**src/rtl/jtframe_bank_arb.sv**
```systemverilog
// ---------------------------------------------------------------------------
// jtframe_bank_arb
//
// Arbitrates CH game-side read/write clients onto a single jtframe SDRAM bank
// port. One transaction is in flight at a time. The sequence is:
//   IDLE -> REQ (hold ba_rd/ba_wr until ba_ack)
//        -> WAIT (until ba_rdy)
//        -> DONE (one bubble so the client can drop its request)
// If ba_ack and ba_rdy arrive together, the transaction goes from REQ to DONE.
// With one-cycle ack/rdy latency a transaction takes four cycles.
//
// Ports
//   clk, rst_n      : system clock (clk_rom domain), async active-low reset
//   downloading     : ROM download in progress; blocks new grants when
//                     BLOCK_DL=1
//   ch_rd / ch_wr   : per-channel requests, held until ch_ok.
//                     Write wins if both are set.
//   ch_addr/ch_din/ch_din_m : packed per-channel address, data and byte
//                     masks (active low)
//   ch_ok           : one-cycle completion strobe for the granted channel
//   ch_dout         : last read data, valid with ch_ok, not touched by writes
//   ba_*            : bank request side towards the SDRAM controller
//   sdram_dout      : controller read data, valid with ba_rdy
//   busy            : a transaction is being requested or awaited
// ---------------------------------------------------------------------------
module jtframe_bank_arb #(
  parameter int CH         = 4,
  parameter int AW         = 22,
  parameter int DW         = 16,
  parameter int FIXED_PRIO = 0,
  parameter int BLOCK_DL   = 1
) (
  input  logic            clk,
  input  logic            rst_n,
  input  logic            downloading,
  input  logic [CH-1:0]   ch_rd,
  input  logic [CH-1:0]   ch_wr,
  input  logic [CH*AW-1:0] ch_addr,
  input  logic [CH*DW-1:0] ch_din,
  input  logic [CH*2-1:0] ch_din_m,
  output logic [CH-1:0]   ch_ok,
  output logic [DW-1:0]   ch_dout,
  output logic [AW-1:0]   ba_addr,
  output logic            ba_rd,
  output logic            ba_wr,
  output logic [DW-1:0]   ba_din,
  output logic [1:0]      ba_din_m,
  input  logic            ba_ack,
  input  logic            ba_rdy,
  input  logic [DW-1:0]   sdram_dout,
  output logic            busy
);

  localparam int IW = (CH > 1) ? $clog2(CH) : 1;

  typedef enum logic [1:0] {
    ST_IDLE,
    ST_REQ,
    ST_WAIT,
    ST_DONE
  } state_t;

  state_t          state_q,    state_d;
  logic [IW-1:0]   gnt_q,      gnt_d;
  logic [IW-1:0]   rr_q,       rr_d;
  logic            is_wr_q,    is_wr_d;
  logic [AW-1:0]   ba_addr_q,  ba_addr_d;
  logic            ba_rd_q,    ba_rd_d;
  logic            ba_wr_q,    ba_wr_d;
  logic [DW-1:0]   ba_din_q,   ba_din_d;
  logic [1:0]      ba_din_m_q, ba_din_m_d;
  logic [CH-1:0]   ch_ok_q,    ch_ok_d;
  logic [DW-1:0]   ch_dout_q,  ch_dout_d;
  logic            busy_q,     busy_d;

  logic [CH-1:0]   pending;
  logic [IW-1:0]   win_idx;
  logic            can_grant;
  int              rr_idx;

  assign pending   = ch_rd | ch_wr;
  assign can_grant = (|pending) && !((BLOCK_DL != 0) && downloading);

  // Winner selection. Each loop walks from the lowest-priority candidate
  // towards the highest, so the last match found is the winner.
  // Round-robin starts one past the previous grant and wraps at CH-1 -> 0,
  // so an index >= CH is never produced, even when CH is not a power of two.
  always_comb begin
    // NOTE: every variable gets a default before any branch; otherwise a path
    // that leaves it unassigned would infer a latch.
    win_idx = '0;
    rr_idx  = 0;
    if (FIXED_PRIO != 0) begin
      for (int i = CH - 1; i >= 0; i--) begin
        if (pending[IW'(i)]) win_idx = IW'(i);
      end
    end else begin
      for (int k = CH; k >= 1; k--) begin
        rr_idx = int'(rr_q) + k;
        if (rr_idx >= CH) rr_idx = rr_idx - CH;
        if (pending[IW'(rr_idx)]) win_idx = IW'(rr_idx);
      end
    end
  end

  always_comb begin
    state_d    = state_q;
    gnt_d      = gnt_q;
    rr_d       = rr_q;
    is_wr_d    = is_wr_q;
    ba_addr_d  = ba_addr_q;
    ba_rd_d    = ba_rd_q;
    ba_wr_d    = ba_wr_q;
    ba_din_d   = ba_din_q;
    ba_din_m_d = ba_din_m_q;
    ch_dout_d  = ch_dout_q;
    busy_d     = busy_q;
    ch_ok_d    = '0;  // strobe: high only in the cycle a completion is registered

    case (state_q)
      ST_IDLE: begin
        if (can_grant) begin
          gnt_d      = win_idx;
          rr_d       = win_idx;
          is_wr_d    = ch_wr[win_idx];
          ba_addr_d  = ch_addr[int'(win_idx)*AW +: AW];
          ba_din_d   = ch_din[int'(win_idx)*DW +: DW];
          ba_din_m_d = ch_din_m[int'(win_idx)*2 +: 2];
          ba_wr_d    = ch_wr[win_idx];
          ba_rd_d    = !ch_wr[win_idx];
          busy_d     = 1'b1;
          state_d    = ST_REQ;
        end
      end

      ST_REQ: begin
        if (ba_ack) begin
          ba_rd_d = 1'b0;
          ba_wr_d = 1'b0;
          state_d = ST_WAIT;
          // Ack and rdy together: treat it as ack followed by rdy.
          if (ba_rdy) begin
            ch_ok_d[gnt_q] = 1'b1;
            if (!is_wr_q) ch_dout_d = sdram_dout;
            busy_d  = 1'b0;
            state_d = ST_DONE;
          end
        end
      end

      ST_WAIT: begin
        if (ba_rdy) begin
          ch_ok_d[gnt_q] = 1'b1;
          if (!is_wr_q) ch_dout_d = sdram_dout;
          busy_d  = 1'b0;
          state_d = ST_DONE;
        end
      end

      ST_DONE: begin
        state_d = ST_IDLE;
      end

      default: state_d = ST_IDLE;
    endcase
  end

  // NOTE: state is updated with non-blocking assignments so every flop samples
  // values from before the edge, whatever order the simulator runs the blocks in.
  always_ff @(posedge clk or negedge rst_n) begin
    if (!rst_n) begin
      state_q    <= ST_IDLE;
      gnt_q      <= '0;
      rr_q       <= '0;
      is_wr_q    <= 1'b0;
      ba_addr_q  <= '0;
      ba_rd_q    <= 1'b0;
      ba_wr_q    <= 1'b0;
      ba_din_q   <= '0;
      ba_din_m_q <= 2'b11;
      ch_ok_q    <= '0;
      ch_dout_q  <= '0;
      busy_q     <= 1'b0;
    end else begin
      state_q    <= state_d;
      gnt_q      <= gnt_d;
      rr_q       <= rr_d;
      is_wr_q    <= is_wr_d;
      ba_addr_q  <= ba_addr_d;
      ba_rd_q    <= ba_rd_d;
      ba_wr_q    <= ba_wr_d;
      ba_din_q   <= ba_din_d;
      ba_din_m_q <= ba_din_m_d;
      ch_ok_q    <= ch_ok_d;
      ch_dout_q  <= ch_dout_d;
      busy_q     <= busy_d;
    end
  end

  assign ba_addr  = ba_addr_q;
  assign ba_rd    = ba_rd_q;
  assign ba_wr    = ba_wr_q;
  assign ba_din   = ba_din_q;
  assign ba_din_m = ba_din_m_q;
  assign ch_ok    = ch_ok_q;
  assign ch_dout  = ch_dout_q;
  assign busy     = busy_q;

endmodule

```
**config.mk**
```make
export PLATFORM = sky130hd
export DESIGN_NAME = jtframe_bank_arb
export DESIGN_NICKNAME = d
export VERILOG_FILES = /design/src/rtl/jtframe_bank_arb.sv
export SDC_FILE = /design/constraint.sdc
export NUM_CORES = 1
export LEC_CHECK = 0
export ABC_AREA = 0
export BUFFER_PORTS_ARGS = -buffer_cell sky130_fd_sc_hd__buf_2
export CAP_MARGIN = 15
export CORE_ASPECT_RATIO = 2
export CORE_MARGIN = 4
export CORE_UTILIZATION = 44
export DETAILED_ROUTE_END_ITERATION = 7
export GPL_TIMING_DRIVEN = 0
export PLACE_DENSITY_LB_ADDON = 0.05
export REMOVE_ABC_BUFFERS = 1
export SYNTH_ARGS = -nofsm -noshare
export SYNTH_HDL_FRONTEND = slang
export SYNTH_SLANG_ARGS = --single-unit
```
**constraint.sdc**
```tcl
create_clock -name clk -period 3.06 [get_ports clk]
set_input_delay 0.153 -clock clk [delete_from_list [all_inputs] [get_ports clk]]
set_output_delay 0.153 -clock clk [all_outputs]
set_load 0.005 [all_outputs]
```
# ---- Word level (Yosys, flattened, before mapping)
# Index checks and enable logic that the tools add are counted.
dict set report classes {
  addsub 8
  reduce_logical 14
  shifts 3
  eq_ne 6
  n_lt_le_gt_ge 11
  n_mux 45
  mul 1
  div_mod_pow 0
  bitwise 1
}
# op n
set ops {}
lappend ops {{variable part select 88 x 8 -> 22 bit} 1}
lappend ops {{variable part select 64 x 7 -> 16 bit} 1}
lappend ops {{2-to-1 mux 16 bit} 3}
lappend ops {{one-hot mux 16 bit (2 select lines)} 1}
lappend ops {{2-to-1 mux 2 bit} 11}
lappend ops {{2-to-1 mux 1 bit} 17}
lappend ops {{< comparator 2 x 4 -> 1 bit (second input constant)} 4}
lappend ops {{binary-select mux 1 bit (select 2 bit)} 5}
lappend ops {{greater-or-equal comparator 3 bit (second input constant)} 3}
lappend ops {{AND reduction 3 bit} 3}
lappend ops {{2-to-1 mux 4 bit} 2}
lappend ops {{one-hot mux 2 bit (4 select lines)} 1}
lappend ops {{one-hot mux 4 bit (2 select lines)} 1}
lappend ops {{variable part select 8 x 4 -> 2 bit} 1}
lappend ops {{subtractor 2 x 1 -> 2 bit (second input constant)} 4}
lappend ops {{adder 2 x 2 -> 3 bit (second input constant)} 2}
lappend ops {{< comparator 2 x 3 -> 1 bit (second input constant)} 2}
lappend ops {{multiplier 2 x 4 -> 6 bit (second input constant)} 1}
lappend ops {{!= test 2 bit (second input constant)} 3}
lappend ops {{adder 2 x 3 -> 4 bit (second input constant)} 1}
lappend ops {{== test 2 bit (second input constant)} 2}
lappend ops {{greater-or-equal comparator 4 x 3 -> 1 bit (second input constant)} 1}
lappend ops {{bitwise OR 4 bit} 1}
lappend ops {{one-hot mux 1 bit (2 select lines)} 2}
lappend ops {{12 further kinds} 16}
dict set report totals {
  mem_bits_rw 0
  latch_bits 0
  memories 0
  wordCells 100
  in_bits 189
  rom_bits 0
  ff_bits 68
  out_inout_bits 63
}

# ---- Longest topological paths before layout
dict set report logic_depth {
  depth_word 15
  depth_mapped 11
  depth_no_buf 8
}

# ---- Worst setup path before layout
# No wires, ideal clock.
dict set report synth_path {
  path_kind {reg-to-reg}
  startpoint {register rr_q[0]}
  endpoint {register ba_addr_q[0], in the netlist ba_addr[0]}
  stages_incl_launch_ff 11
  period_less_slack_ps 2683
  t_arrival_ps 2532
  setup_ps 151
  path_slack_ps 377
  path_buffers 3
  cell_sequence {dfrtp_1 > buf_2 > inv_1 > ha_1 > mux4_2 > o21bai_2 > and3_4 > buf_6 > buf_2 > mux2i_1 > a211oi_2}
}
dict set report synth_via {
  elab_chain_cells 12
}
# element line
set synth_rtl {}
lappend synth_rtl {{from (decl)} 65} ;# logic [IW-1:0] rr_q, rr_d;
lappend synth_rtl {{from (signal assigned)} 187} ;# rr_q <= rr_d;
lappend synth_rtl {{adder 2 x 3 -> 4 bit} 99} ;# rr_idx = int'(rr_q) + k;
lappend synth_rtl {{greater-or-equal comparator 4 x 3 -> 1 bit / subtractor 2 x 1 -> 2 bit (equally long branches)} 100} ;# if (rr_idx >= CH) rr_idx = rr_idx - CH;
lappend synth_rtl {{2-to-1 mux 2 bit} 100}
lappend synth_rtl {{binary-select mux 1 bit (select 2 bit)} 101} ;# if (pending[IW'(rr_idx)]) win_idx = IW'(rr_idx);
lappend synth_rtl {{2-to-1 mux 1 bit (not written as such) (2 in series)} 101}
lappend synth_rtl {{2-to-1 mux 2 bit (3 in series)} 101}
lappend synth_rtl {{2-to-1 mux 2 bit (*)} 101}
lappend synth_rtl {{multiplier 2 x 4 -> 6 bit (*)} 126} ;# ba_addr_d = ch_addr[int'(win_idx)*AW +: AW];
lappend synth_rtl {{variable part select 88 x 8 -> 22 bit (*)} 126}
lappend synth_rtl {{to (signal assigned)} 189} ;# ba_addr_q <= ba_addr_d;
lappend synth_rtl {{to (decl)} 67} ;# logic [AW-1:0] ba_addr_q, ba_addr_d;
# Every way passes the cells marked *; elsewhere a longest branch is shown, timed or not. The select of a mux whose other input is x is not followed.
# A chain may end at the register's enable or synchronous reset.

# ---- Final worst setup path
dict set report layout_path {
  startpoint {register rr_q[0]}
  endpoint {register ba_din_q[7], in the netlist ba_din[7]}
}
dict set report layout_via {
  elab_chain_cells 11
}
# element line
set layout_rtl {}
lappend layout_rtl {{adder 2 x 3 -> 4 bit} 99}
lappend layout_rtl {{greater-or-equal comparator 4 x 3 -> 1 bit / subtractor 2 x 1 -> 2 bit (equally long branches)} 100}
lappend layout_rtl {{2-to-1 mux 2 bit} 100}
lappend layout_rtl {{binary-select mux 1 bit (select 2 bit)} 101}
lappend layout_rtl {{2-to-1 mux 1 bit (not written as such) (2 in series)} 101}
lappend layout_rtl {{2-to-1 mux 2 bit (3 in series)} 101}
lappend layout_rtl {{2-to-1 mux 2 bit (*)} 101}
lappend layout_rtl {{variable part select 64 x 7 -> 16 bit (*)} 127} ;# ba_din_d = ch_din[int'(win_idx)*DW +: DW];
lappend layout_rtl {{to (signal assigned)} 192} ;# ba_din_q <= ba_din_d;
lappend layout_rtl {{to (decl)} 70} ;# logic [DW-1:0] ba_din_q, ba_din_d;
# Marks and branches as above.

==> qor.yml <==
outcome:
  outcome: "finished, final reports clean"
sta:
  maxSlewHeadroom_pct: 35.3
  fin_ws_ns: 0.174
  fin_crit_sh_pct: 94.3
  hold_viol_final: 0
  finClkSkew_ns: 0.00645
  max_freq_ghz: 0.347
  finalMaxSlewViolations: 0
  setup_violations: 0
  rsz0062_at_grt: "no"
  worst_pin_slew_ns: 0.969
  hold_slack_ns: 0.0471
  fin_crit_ns: 2.89
floorplanning:
  die_w_um: 76.7
  rows: 49
  core_region_area_sq_um: 9070
  pin_count: 252
  start_util_pct: 45.7
  die_area_sq_um: 11100
  dieHeight_um: 145
clocking:
  h-tree-depth: 3
  cts-buffers-inserted: 9
  cts_sinks: 68
  clk_latency_ns: 0.33
  cts.root.buffer_cell: "clkbuf_16"
  path_clk_slew_ns: 0.06
  cts_tree: "done"
  cts.path.max_buffers: 2
global_routing:
  grt_use_total_pct: 25.8
  grt_pass1_wl_um: 22700
  antenna_found_initial: 1
  grt_pass1_vias: 4455
  grt_max_degree: 69
  grt-ovfl-total: 0
routing:
  wl_per_cell_um: 19.9
  via_per_inst: 5.56
  via_count: 4106
  first_pass_iters: 4
  ant_nets: 0
  first_iter_violations: 187
  totalWireLength_um: 14700
  drc: 0
finish:
  final_common_cell: "buf_2"
  syn2layout_area_growth_pct: 41.4
  fillerInstances: 808
  fin_cells: 738
  drive_gt1_share_pct: 52.8
  final_nets: 828
  layout_common_cells: "buf_2, mux2i_1, dfrtp_1"
  postLayoutCellArea_sq_um: 5870
run:
  cap_violations: 0
worst_setup_path:
  worstPathCellList: "inv_1 > ha_1 > mux4_2 > o21bai_4 > and3_4 > buf_12 > mux2i_1 > a221oi_1"
  slowest_delay_ns: 0.59
  r2r-end: "ba_din[7]"
  cp.arrival_ns: 3.10
  r2r_setup_slack_ns: 0.17
  crit_required_ns: 3.27
  path_class: "register to register"
  slowest_stage: "mux4_2"
  end_kind: "register"
  rr_startpoint: "rr_q[0]"
  reg2reg_depth: 8
  path_max_fanout: 32
  startpoint_type: "register"
power:
  power_switching_mw: 2.43
  comb_power_share_pct: 57.2
  p_leak_nw: 2.95
  p_clk_share_pct: 16.3
  irDropWorstVdd_mv: 0.626
  pwr_density_cell_nw_per_um2: 1020
  internal-power_mw: 3.55
  switching_share_pct: 40.6
  p_seq_share_pct: 26.6
placed_design:
  placed_area_sq_um: 5490
  gp_congestion: 0.802
  hpwlAfterDp_um: 10900
  post-place-ws_ns: -0.586
  placedCellCount: 712
  port-buffer-count: 251
worst_hold_path:
  min_to: "ch_dout[6]"
  hold_depth: 2
  hold_start: "sdram_dout[6]"
  hold_path.class: "primary input to register"
yosys:
  synthDistinctLibCells: 47
  synth_edf_count: 0
  synthCells: 383
  seq_area_frac_synth_pct: 41.1
  synth_area_sq_um: 4150
  synth.avg_cell_area_sq_um: 10.8
  synth_seq_cells: 68
  async_flop_share_pct: 100
  synthFlopType: "dfrtp_1"
  ys.warnings.count: 0
flip-flops by register name, indices dropped and copies added, names as in the netlist:
register  flops
is_wr_q       1
ch_ok         4
ba_wr         1
busy          1
rr_q          2
ba_din       16
ba_din_m      2
ba_rd         1
state_q       2
ch_dout      16
ba_addr      22
worst max-delay path, delay by kind of cell, from the launching register on:
family | cells | cell delay (ns)
compound gates | 2 | 0.62
fa+ha+maj | 1 | 0.40
buf+inv | 2 | 0.35
flops | 1 | 0.42
mux | 2 | 0.70
simple gates | 1 | 0.27
cells in the mapped netlist (3+ instances only):
cell type	number	share of area, %
mux2i_1	70	17
dfrtp_1	66	40
nor2_1	51	4.6
a221oi_1	30	6.3
nor3_1	24	2.9
clkbuf_1	17	1.5
mux2_2	16	4.3
a211oi_2	10	3.0
mux2_4	10	3.6
ha_1	9	2.7
inv_1	7	0.63
o21ai_0	7	0.84
a21oi_1	6	0.72
and2_1	6	0.90
buf_4	6	1.1
nand2_1	5	0.45
or2_2	4	0.60
buf_2	3	0.36
area by class of cell:
cell class                 count  area, sq um  area share (%)
antenna                        1         2.50          0.0426
sequential                    68         1710            29.1
timing repair buffer         261         1390            23.7
tap                          102          128            2.17
clock inverter                 5         36.3           0.618
clock buffer                  11          243            4.14
inverter                       8         30.0           0.512
multi-input combinational    282         2330            39.7
cell families after synthesis:
| kind of cell | after synthesis | synth area share [%] |
|---|---|---|
| AND/OR/NAND/NOR | 99 | 11.2 |
| multiplexers | 98 | 25.9 |
| AO/OA/AOI/OAI | 73 | 14.9 |
| flip-flops | 68 | 41.1 |
| buffers and inverters | 36 | 4.25 |
| adder cells (fa/ha/maj) | 9 | 2.71 |
timing repair:
item / 4_1_cts / 5_1_grt
hold buffers: 1 / 0
gates cloned: 2 / 1
pin swaps: 1 / 1
gates resized for setup: 3 / 2
setup endpoints to repair: 43 / 30
buffers inserted: 2 / 3
endpoints found under the hold margin: 66 / 0
metal layers:
| layer | share of wire, % | wire length (um) | vias up | GRT usage (%) |
|---|---|---|---|---|
| li1 | - | - | 1945 | - |
| met1 | 35 | 5060 | 1963 | 25.5 |
| met2 | 56 | 8160 | 173 | 48.9 |
| met3 | 7.5 | 1100 | 25 | 7.87 |
| met4 | 2.4 | 345 | 0 | 9.98 |
| met5 | 0 | 0 | - | 0 |
worst max path at each step:
stage | start | end | slack [ns] | depth (start not counted)
after floorplan | rr_q[0] | ba_wr | -0.40 | 7
after global placement | ch_wr[0] | ba_din[12] | -1.55 | 6
after detailed placement | rr_q[0] | ba_addr[12] | -0.59 | 8
after CTS | rr_q[0] | ba_addr[21] | 0.07 | 7
after global routing | rr_q[0] | ba_addr[12] | 0.07 | 8
final | rr_q[0] | ba_din[7] | 0.17 | 8
power groups by stage:
stage               Sequential, mW  Clock [mW]  Combinational, mW
detailed placement            1.61           0               3.25
CTS                           1.60       0.989               3.39
finish                        1.59       0.972               3.42
global placement              1.59           0               3.10
floorplan                     1.62           0               2.05
global route                  1.64        1.03               3.71
per-stage QoR:
step | util, % | total power, mW | TNS (ns)
6_report | 64.7 | 5.98 | 0
5_1_grt | 64.7 | 6.38 | 0
4_1_cts | 64.3 | 5.99 | 0
3_5_place_dp | 60.5 | 4.86 | -18.20
3_3_place_gp | 59.4 | 4.68 | -62.63
2_1_floorplan | - | 3.68 | -9.36
Note: power is estimated with default switching activity, not from simulation.
